--- src/rtl/common_pkg.sv ---
// ============================================================================
// Module  : common_pkg
// Purpose : Shared defaults for the stream-handling blocks.
// Revision: 1.0 - initial release
// ============================================================================
`default_nettype none

package common_pkg;
    localparam int DEFAULT_D_W = 32;
endpackage

`default_nettype wire

--- src/rtl/demux_buffered.sv ---
// ============================================================================
// Module  : demux_buffered
// Purpose : Routes one valid/ready input stream to N outputs, each with a
//           2-entry FIFO; out-of-range selects are dropped and counted.
// Revision: 1.0 - initial release
// ============================================================================
`default_nettype none

module demux_buffered
    import common_pkg::*;
#(
    parameter int N = 2,
    parameter int W = DEFAULT_D_W,
    localparam int L = $clog2(N)
) (
    input  logic                clk,
    input  logic                rst,
    input  logic [L-1:0]        s,
    input  logic                i_valid,
    output logic                i_ready,
    input  logic [W-1:0]        i,
    output logic [N-1:0]        o_valid,
    input  logic [N-1:0]        o_ready,
    output logic [N-1:0][W-1:0] o,
    output logic                err,
    output logic [7:0]          drop_count
);

    logic [N-1:0] w_hit;
    logic [N-1:0] w_full;
    logic         w_drop;
    logic         r_err;
    logic [7:0]   r_drop_count;

    // An unmatched select never blocks, so its beat is always taken and dropped.
    assign i_ready = ~|(w_hit & w_full);
    assign w_drop  = i_valid & ~|w_hit;

    generate
        for (genvar k = 0; k < N; k++) begin : g_fifo
            localparam logic [L-1:0] C_IDX = L'(k);

            logic [1:0]   r_cnt;
            logic [W-1:0] r_head;
            logic [W-1:0] r_tail;
            logic         w_push;
            logic         w_pop;

            assign w_hit[k]   = (s == C_IDX);
            assign w_full[k]  = (r_cnt == 2'd2);
            assign w_push     = i_valid & w_hit[k] & ~w_full[k];
            assign w_pop      = o_ready[k] & (r_cnt != 2'd0);
            assign o_valid[k] = (r_cnt != 2'd0);
            assign o[k]       = r_head;

            // Head only moves on a pop or a push into an empty FIFO, which
            // keeps o[k] stable while the consumer stalls.
            always_ff @(posedge clk or posedge rst) begin
                if (rst) begin
                    r_cnt  <= 2'd0;
                    r_head <= '0;
                    r_tail <= '0;
                end else begin
                    case ({w_push, w_pop})
                        2'b10: begin
                            if (r_cnt == 2'd0) begin
                                r_head <= i;
                            end else begin
                                r_tail <= i;
                            end
                            r_cnt <= r_cnt + 2'd1;
                        end
                        2'b01: begin
                            r_head <= r_tail;
                            r_cnt  <= r_cnt - 2'd1;
                        end
                        2'b11: begin
                            // Only reachable with one entry: new beat replaces the popped head.
                            r_head <= i;
                        end
                        default: begin
                        end
                    endcase
                end
            end
        end
    endgenerate

    always_ff @(posedge clk or posedge rst) begin
        if (rst) begin
            r_err        <= 1'b0;
            r_drop_count <= 8'd0;
        end else if (w_drop) begin
            r_err <= 1'b1;
            if (r_drop_count != 8'hFF) begin
                r_drop_count <= r_drop_count + 8'd1;
            end
        end
    end

    assign err        = r_err;
    assign drop_count = r_drop_count;

endmodule

`default_nettype wire

--- config.mk ---
export PLATFORM = sky130hd
export DESIGN_NAME = demux_buffered
export DESIGN_NICKNAME = d
export VERILOG_FILES = /design/src/rtl/common_pkg.sv /design/src/rtl/demux_buffered.sv
export SDC_FILE = /design/constraint.sdc
export NUM_CORES = 1
export LEC_CHECK = 0
export ABC_AREA = 1
export CAP_MARGIN = 25
export CORE_MARGIN = 2
export CORE_UTILIZATION = 54
export CTS_BUF_LIST = sky130_fd_sc_hd__clkbuf_8
export DETAILED_ROUTE_END_ITERATION = 10
export PLACE_DENSITY = 0.82
export SYNTH_ARGS = -nofsm -noshare
export SYNTH_HDL_FRONTEND = slang
export SYNTH_SLANG_ARGS = --single-unit
--- constraint.sdc ---
create_clock -name clk -period 5.22 [get_ports clk]
set_input_delay 0.522 -clock clk [delete_from_list [all_inputs] [get_ports clk]]
set_output_delay 0.522 -clock clk [all_outputs]
set_load 0.03 [all_outputs]
==> impl_metrics.env, run 1 <==
export IMPL_worst_path_max_fanout=33
export IMPL_grtUsageTotal=0.262
export IMPL_grt_pass1_wl_um=24000
export IMPL_clock_latency_ns=0.44
export IMPL_synth_compound_area_frac=0.108
export IMPL_synth_seq_cells=132
export IMPL_routed_wl_um=14500
export IMPL_num_vias=5169
export IMPL_grt_pass1_vias=5002
export IMPL_clock_sinks=132
export IMPL_drc=0
export IMPL_period_share=0.505
export IMPL_port_buffers=104
export IMPL_rsz0062_at_grt="false"
export IMPL_antenna_found_initial=0
export IMPL_skew_ns=0.00914
export IMPL_worst_ep_arrival_time_ns=2.96
export IMPL_cp_slowest_cell="nand2_1"
export IMPL_syn_area_um2=5980
export IMPL_power_internal_uw=2750
export IMPL_syn_inst=720
export IMPL_relSlewSlack=0.317
export IMPL_synth_edff_count=0
export IMPL_cp_data_required_time_ns=5.54
export IMPL_max_freq_mhz=379
export IMPL_yosysWarnings=0
export IMPL_critical_path_endpoint_type="flop"
export IMPL_path_clk_slew_ns=0.07
export IMPL_cts_resized=0
export IMPL_tns_ns=0
export IMPL_cts_buffers=17
export IMPL_hold_buffers=0
export IMPL_wl_per_cell_um=15.1
export IMPL_synth_cell_types=19
export IMPL_initial_core_util=0.552
export IMPL_n_antenna_cell=0
export IMPL_cp_common_cell="nand2_1"
export IMPL_final_nets=847
export IMPL_cts_buffer_depth=2
export IMPL_dp_hpwl_um=10000
export IMPL_grt_overflow=0
export IMPL_mostFrequentLayoutCells="nand2_1, dfrtp_1, clkdlybuf4s50_1"
export IMPL_worstMarginPinSlew_ns=1.02
export IMPL_boundaryPins=114
export IMPL_synth_top_family_by_area="simple AND/OR/NAND/NOR gates"
export IMPL_fillers=858
export IMPL_dr_first_iter_drc_count=437
export IMPL_dr_pass1_iters=5
export IMPL_finalHoldViolations=0
export IMPL_cts_tree="done"
export IMPL_ir_drop_mv=0.412
export IMPL_synthSimpleGateAreaFrac=0.245
export IMPL_period_needed_ns=2.64
export IMPL_outcome="finished clean"
export IMPL_p_per_area_nw_per_um2=640
export IMPL_grt_max_degree=65
export IMPL_synth_mux_area_frac=0
export IMPL_fp_dieH_um=109
export IMPL_synth_fa_ha_area_frac=0.0125
export IMPL_combinationalPowerShare=0.443
export IMPL_ant_nets=0
export IMPL_cp_start_kind="input port"
export IMPL_drv_slew=0
export IMPL_dpl_cell_area_um2=6990
export IMPL_die_x_um=109
export IMPL_p_seq_frac=0.377
export IMPL_fp_coreArea_um2=10800
export IMPL_synthArstFlopShare=1.00
export IMPL_syn_avg_cell_area_um2=8.31
export IMPL_hp_class="in -> async"
export IMPL_routabilityCongestion=0.829
export IMPL_final_area_um2=7390
export IMPL_maxCapViolations=0
export IMPL_ctsRootBufferMaster="clkbuf_8"
export IMPL_switchingPower_uw=1970
export IMPL_ys_dominant_reg_cell="dfrtp_1"
export IMPL_ys_seq_area_frac=0.552
export IMPL_p_sw_frac=0.417
export IMPL_slowest_delay_ns=0.75
export IMPL_critPathKind="in -> reg"
export IMPL_die_area_um2=11900
export IMPL_leakagePower_uw=0.00364
export IMPL_post_cts_setup_buffers=0
export IMPL_placementRows=38
export IMPL_area_growth_pct=23.5
export IMPL_cts_max_level=4
export IMPL_worstPathCellList="clkdlybuf4s50_1, nand2_1, inv_1, nand2_1, nand2_2, nand2_1, nand2_1"
export IMPL_drive_above_1_share=0.0552
export IMPL_power_frac_clock=0.179
export IMPL_synthXorXnorAreaFrac=0.00293
export IMPL_vias_per_cell=5.41
export IMPL_setup_viol=0
export IMPL_final_common_cell="nand2_1"
## final cells by class
| type | instances | area (um2) | share of cell area |
|---|---|---|---|
| clock buffer | 21 | 289 | 0.0391 |
| tap | 140 | 175 | 0.0237 |
| multi-input combinational | 497 | 2240 | 0.303 |
| clock inverter | 10 | 108 | 0.0146 |
| inverter | 47 | 179 | 0.0242 |
| timing repair buffer | 108 | 1100 | 0.149 |
| sequential | 132 | 3300 | 0.447 |
## critical path, delay by kind of cell
kind | cells | cell delay (ns)
buffers and inverters | 2 | 0.55
and+or+nand+nor | 5 | 1.88
## path summary, 6_finish.rpt
| check | startpoint | endpoint | slack [ns] | cells past startpoint |
|---|---|---|---|---|
| hold reg to reg | g_fifo[0].r_tail[25] | g_fifo[0].r_tail[25] | 0.49 | 2 |
| hold / removal | rst | g_fifo[0].r_tail[23] | 0.47 | 2 |
| setup reg to reg | g_fifo[1].r_cnt[0] | g_fifo[1].r_head[28] | 2.90 | 5 |
| max in group asynchronous | rst | g_fifo[1].r_tail[6] | 3.72 | 3 |
| min in group clk | g_fifo[0].r_tail[25] | g_fifo[0].r_tail[25] | 0.49 | 2 |
| setup / recovery | s | g_fifo[1].r_head[28] | 2.58 | 7 |
## state kept, by name, summed over array words and instances (netlist names)
| name | cells |
|---|---|
| g_fifo.r_tail | 64 |
| g_fifo.r_head | 64 |
| g_fifo.r_cnt | 4 |
## metrics by stage
| step | worst slack [ns] | power (uW) | utilization | instances | hold WS, ns |
|---|---|---|---|---|---|
| after CTS | 2.64 | 4730 | 0.682 | 955 | 0.480 |
| after global routing | 2.35 | 5040 | 0.682 | 955 | 0.512 |
| after floorplan | 1.17 | 3140 | - | 728 | 0.453 |
| final | 2.58 | 4730 | 0.682 | 955 | 0.467 |
| after detailed placement | 2.18 | 3870 | 0.645 | 924 | 0.475 |
| after global placement | 2.26 | 3760 | 0.641 | 922 | 0.467 |
## Yosys cell counts, types with 4 or more instances
| cell type | count | area (um2) |
|---|---|---|
| buf_2 | 28 | 140 |
| buf_4 | 12 | 90.1 |
| clkbuf_1 | 9 | 33.8 |
| dfrtp_1 | 132 | 3300 |
| ha_1 | 6 | 75.1 |
| inv_1 | 45 | 169 |
| nand2_1 | 269 | 1010 |
| nand2_4 | 7 | 78.8 |
| nand3_1 | 66 | 330 |
| nor2_1 | 4 | 15.0 |
| o21ai_0 | 95 | 475 |
| o21ai_1 | 34 | 170 |
## logic make-up (layout without fill, tap and decap cells)
family,count (synthesis),count (layout)
compound gates,129,129
fa+ha+maj,6,6
simple gates,351,351
buf+inv,99,186
other cells,1,9
xor+xnor,2,2
flops,132,132
## metal layers
metal | track usage | routed length [um] | vias up
li1 | - | - | 2448
met1 | 0.383 | 6500 | 2466
met2 | 0.383 | 6510 | 221
met3 | 0.0574 | 1120 | 34
met4 | 0.105 | 330 | 0
met5 | 0 | 0 | -
## power by group through the flow
stage | Sequential [uW] | Combinational, uW | Clock [uW]
after CTS | 1780 | 2110 | 851
after global routing | 1830 | 2310 | 897
final | 1780 | 2100 | 848
after floorplan | 2170 | 971 | 0
after detailed placement | 1780 | 2100 | 0
after global placement | 1770 | 1990 | 0
Note: power is estimated with default switching activity, not from simulation.
==> inputs of run 2 (changes only) <==
- CORE_UTILIZATION: 54 -> 49
- PLACE_DENSITY: 0.82 -> 0.79
- clock period: 5.22 -> 2.4 ns (I/O delays scaled with it)
==> run 2 against run 1 <==
  * Sequential power up 120%
  * Largest power group unchanged
  * Critical path depth down 2
  * Global-route usage down 2.4 points
  * Non-clock buffer count up 4
  * Total power up 120%
==> impl_metrics.env, run 2 (synthesis results as in run 1) <==
export IMPL_dr_pass1_iters=7
export IMPL_cts_resized=0
export IMPL_worstPathCellList="inv_2, nand2_1, nand2_1, o21ai_0, clkdlybuf4s50_1"
export IMPL_dp_slack_ns=0.237
export IMPL_slowest_delay_ns=0.69
export IMPL_die_x_um=115
export IMPL_skew_ns=0.00839
export IMPL_final_nets=851
export IMPL_routabilityCongestion=0.812
export IMPL_gr_usage_met1=0.343
export IMPL_worstMarginPinSlew_ns=0.692
export IMPL_dp_hpwl_um=9910
export IMPL_worst_ep_arrival_time_ns=1.90
export IMPL_initial_core_util=0.500
export IMPL_critical_path_endpoint_type="primary output"
export IMPL_finalHoldViolations=0
export IMPL_final_common_cell="nand2_1"
export IMPL_drv_slew=0
export IMPL_setup_viol=0
export IMPL_rsz0062_at_grt="false"
export IMPL_port_buffers=104
export IMPL_area_growth_pct=24.5
export IMPL_ctsRootBufferMaster="clkbuf_8"
export IMPL_antenna_found_initial=0
export IMPL_worst_path_max_fanout=4
export IMPL_routed_wl_um=14800
export IMPL_drc=0
export IMPL_grt_overflow=0
export IMPL_die_area_um2=13100
export IMPL_fin_ws_ns=0.261
export IMPL_ant_nets=0
export IMPL_period_share=0.891
export IMPL_met3_usage=0.0577
export IMPL_clock_latency_ns=0.44
export IMPL_cpLargestDelayFamily="buffers and inverters"
export IMPL_grtUsageTotal=0.238
export IMPL_cts_buffer_depth=2
export IMPL_cp_common_cell="nand2_1"
export IMPL_placementRows=40
export IMPL_cts_tree="done"
export IMPL_cp_data_required_time_ns=2.16
export IMPL_cts_buffers=17
export IMPL_vias_per_cell=5.29
export IMPL_fp_coreArea_um2=12000
export IMPL_max_freq_mhz=468
export IMPL_grt_busiest_layer="met2"
export IMPL_drive_above_1_share=0.0634
export IMPL_hold_buffers=0
export IMPL_post_cts_setup_buffers=0
export IMPL_hp_class="in -> async"
export IMPL_relSlewSlack=0.538
export IMPL_mostFrequentLayoutCells="nand2_1, dfrtp_1, clkdlybuf4s50_1"
export IMPL_boundaryPins=114
export IMPL_grt_max_degree=112
export IMPL_critPathBufInv=2
export IMPL_cp_slowest_cell="clkdlybuf4s50_1"
export IMPL_dr_first_iter_drc_count=438
export IMPL_period_needed_ns=2.14
export IMPL_cts_max_level=4
export IMPL_num_vias=5120
export IMPL_wl_per_cell_um=15.4
export IMPL_p_per_area_nw_per_um2=1400
export IMPL_tns_ns=0
export IMPL_fp_dieH_um=115
export IMPL_clock_sinks=132
export IMPL_reg2reg_slack_ns=0.44
export IMPL_path_clk_slew_ns=0.08
export IMPL_ir_drop_mv=0.484
export IMPL_grt_pass1_vias=4906
export IMPL_total_power_uw=10400
export IMPL_n_antenna_cell=0
export IMPL_cp_start_kind="flop"
export IMPL_outcome="finished clean"
export IMPL_grt_pass1_wl_um=24500
export IMPL_maxCapViolations=0
export IMPL_critPathKind="reg -> out"
export IMPL_final_util=0.623
export IMPL_leakagePower_uw=0.00367
export IMPL_met2_usage=0.355
export IMPL_reg_top3="g_fifo.r_head: 64 flops, g_fifo.r_tail: 64 flops, g_fifo.r_cnt: 4 flops"
==> run 2: changes by cell type in the layout (fill, tap and decap cells not counted), sizes merged <==
cell    before  now
buf          4    8
clkinv       2    7
clkbuf      21   18
inv         49   46
bufinv       2    4
==> run 2: per-stage QoR <==
stage,area (um2),hold WS [ns],instances
floorplan,6020,0.417,728
CTS,7450,0.237,967
detailed placement,7020,0.476,935
global placement,7020,0.466,935
finish,7450,0.238,967
global route,7450,0.266,967
==> run 2: worst reg2reg max path: cells and delay by family, from the launching register on <==
| kind | cells | cell delay (ns) |
|---|---|---|
| buf+inv | 2 | 0.25 |
| flops | 1 | 0.40 |
| compound gates | 1 | 0.12 |
| fa+ha+maj | 1 | 0.44 |
| simple gates | 5 | 0.64 |
==> run 2: layer usage <==
metal / up-vias / share of wire
met2: 167 / 0.46
li1: 2460 / -
met1: 2458 / 0.46
met3: 35 / 0.062
met4: 0 / 0.023
met5: - / 0
==> run 2: area by class of cell <==
class	instances	area (um2)
well taps	147	184
fillers	999	4510
clock buffers	18	248
inverters	47	180
multi-input cells	497	2240
repair buffers	112	1110
flip-flops and latches	132	3300
clock inverters	14	185
==> run 2: final timing paths <==
path,cells past startpoint,endpoint,from
setup / recovery,5,i_ready,g_fifo[1].r_cnt[0]
hold / removal,3,g_fifo[0].r_head[23],rst
setup reg to reg,9,g_fifo[0].r_head[3],g_fifo[0].r_cnt[1]
hold reg to reg,2,g_fifo[1].r_tail[12],g_fifo[1].r_tail[12]
max in group asynchronous,3,g_fifo[1].r_head[5],rst
min in group clk,3,g_fifo[0].r_tail[7],i[7]
==> run 2: power breakdown <==
part | switching (uW) | internal [uW]
Sequential | 606 | 3250
Combinational | 2850 | 1720
Clock | 873 | 1150
==> inputs of run 3 (changes only) <==
- CTS_CLUSTER_SIZE: not set -> 10
==> results of run 3 <==
Final layout, timing and power as in run 2 (identical DEF).
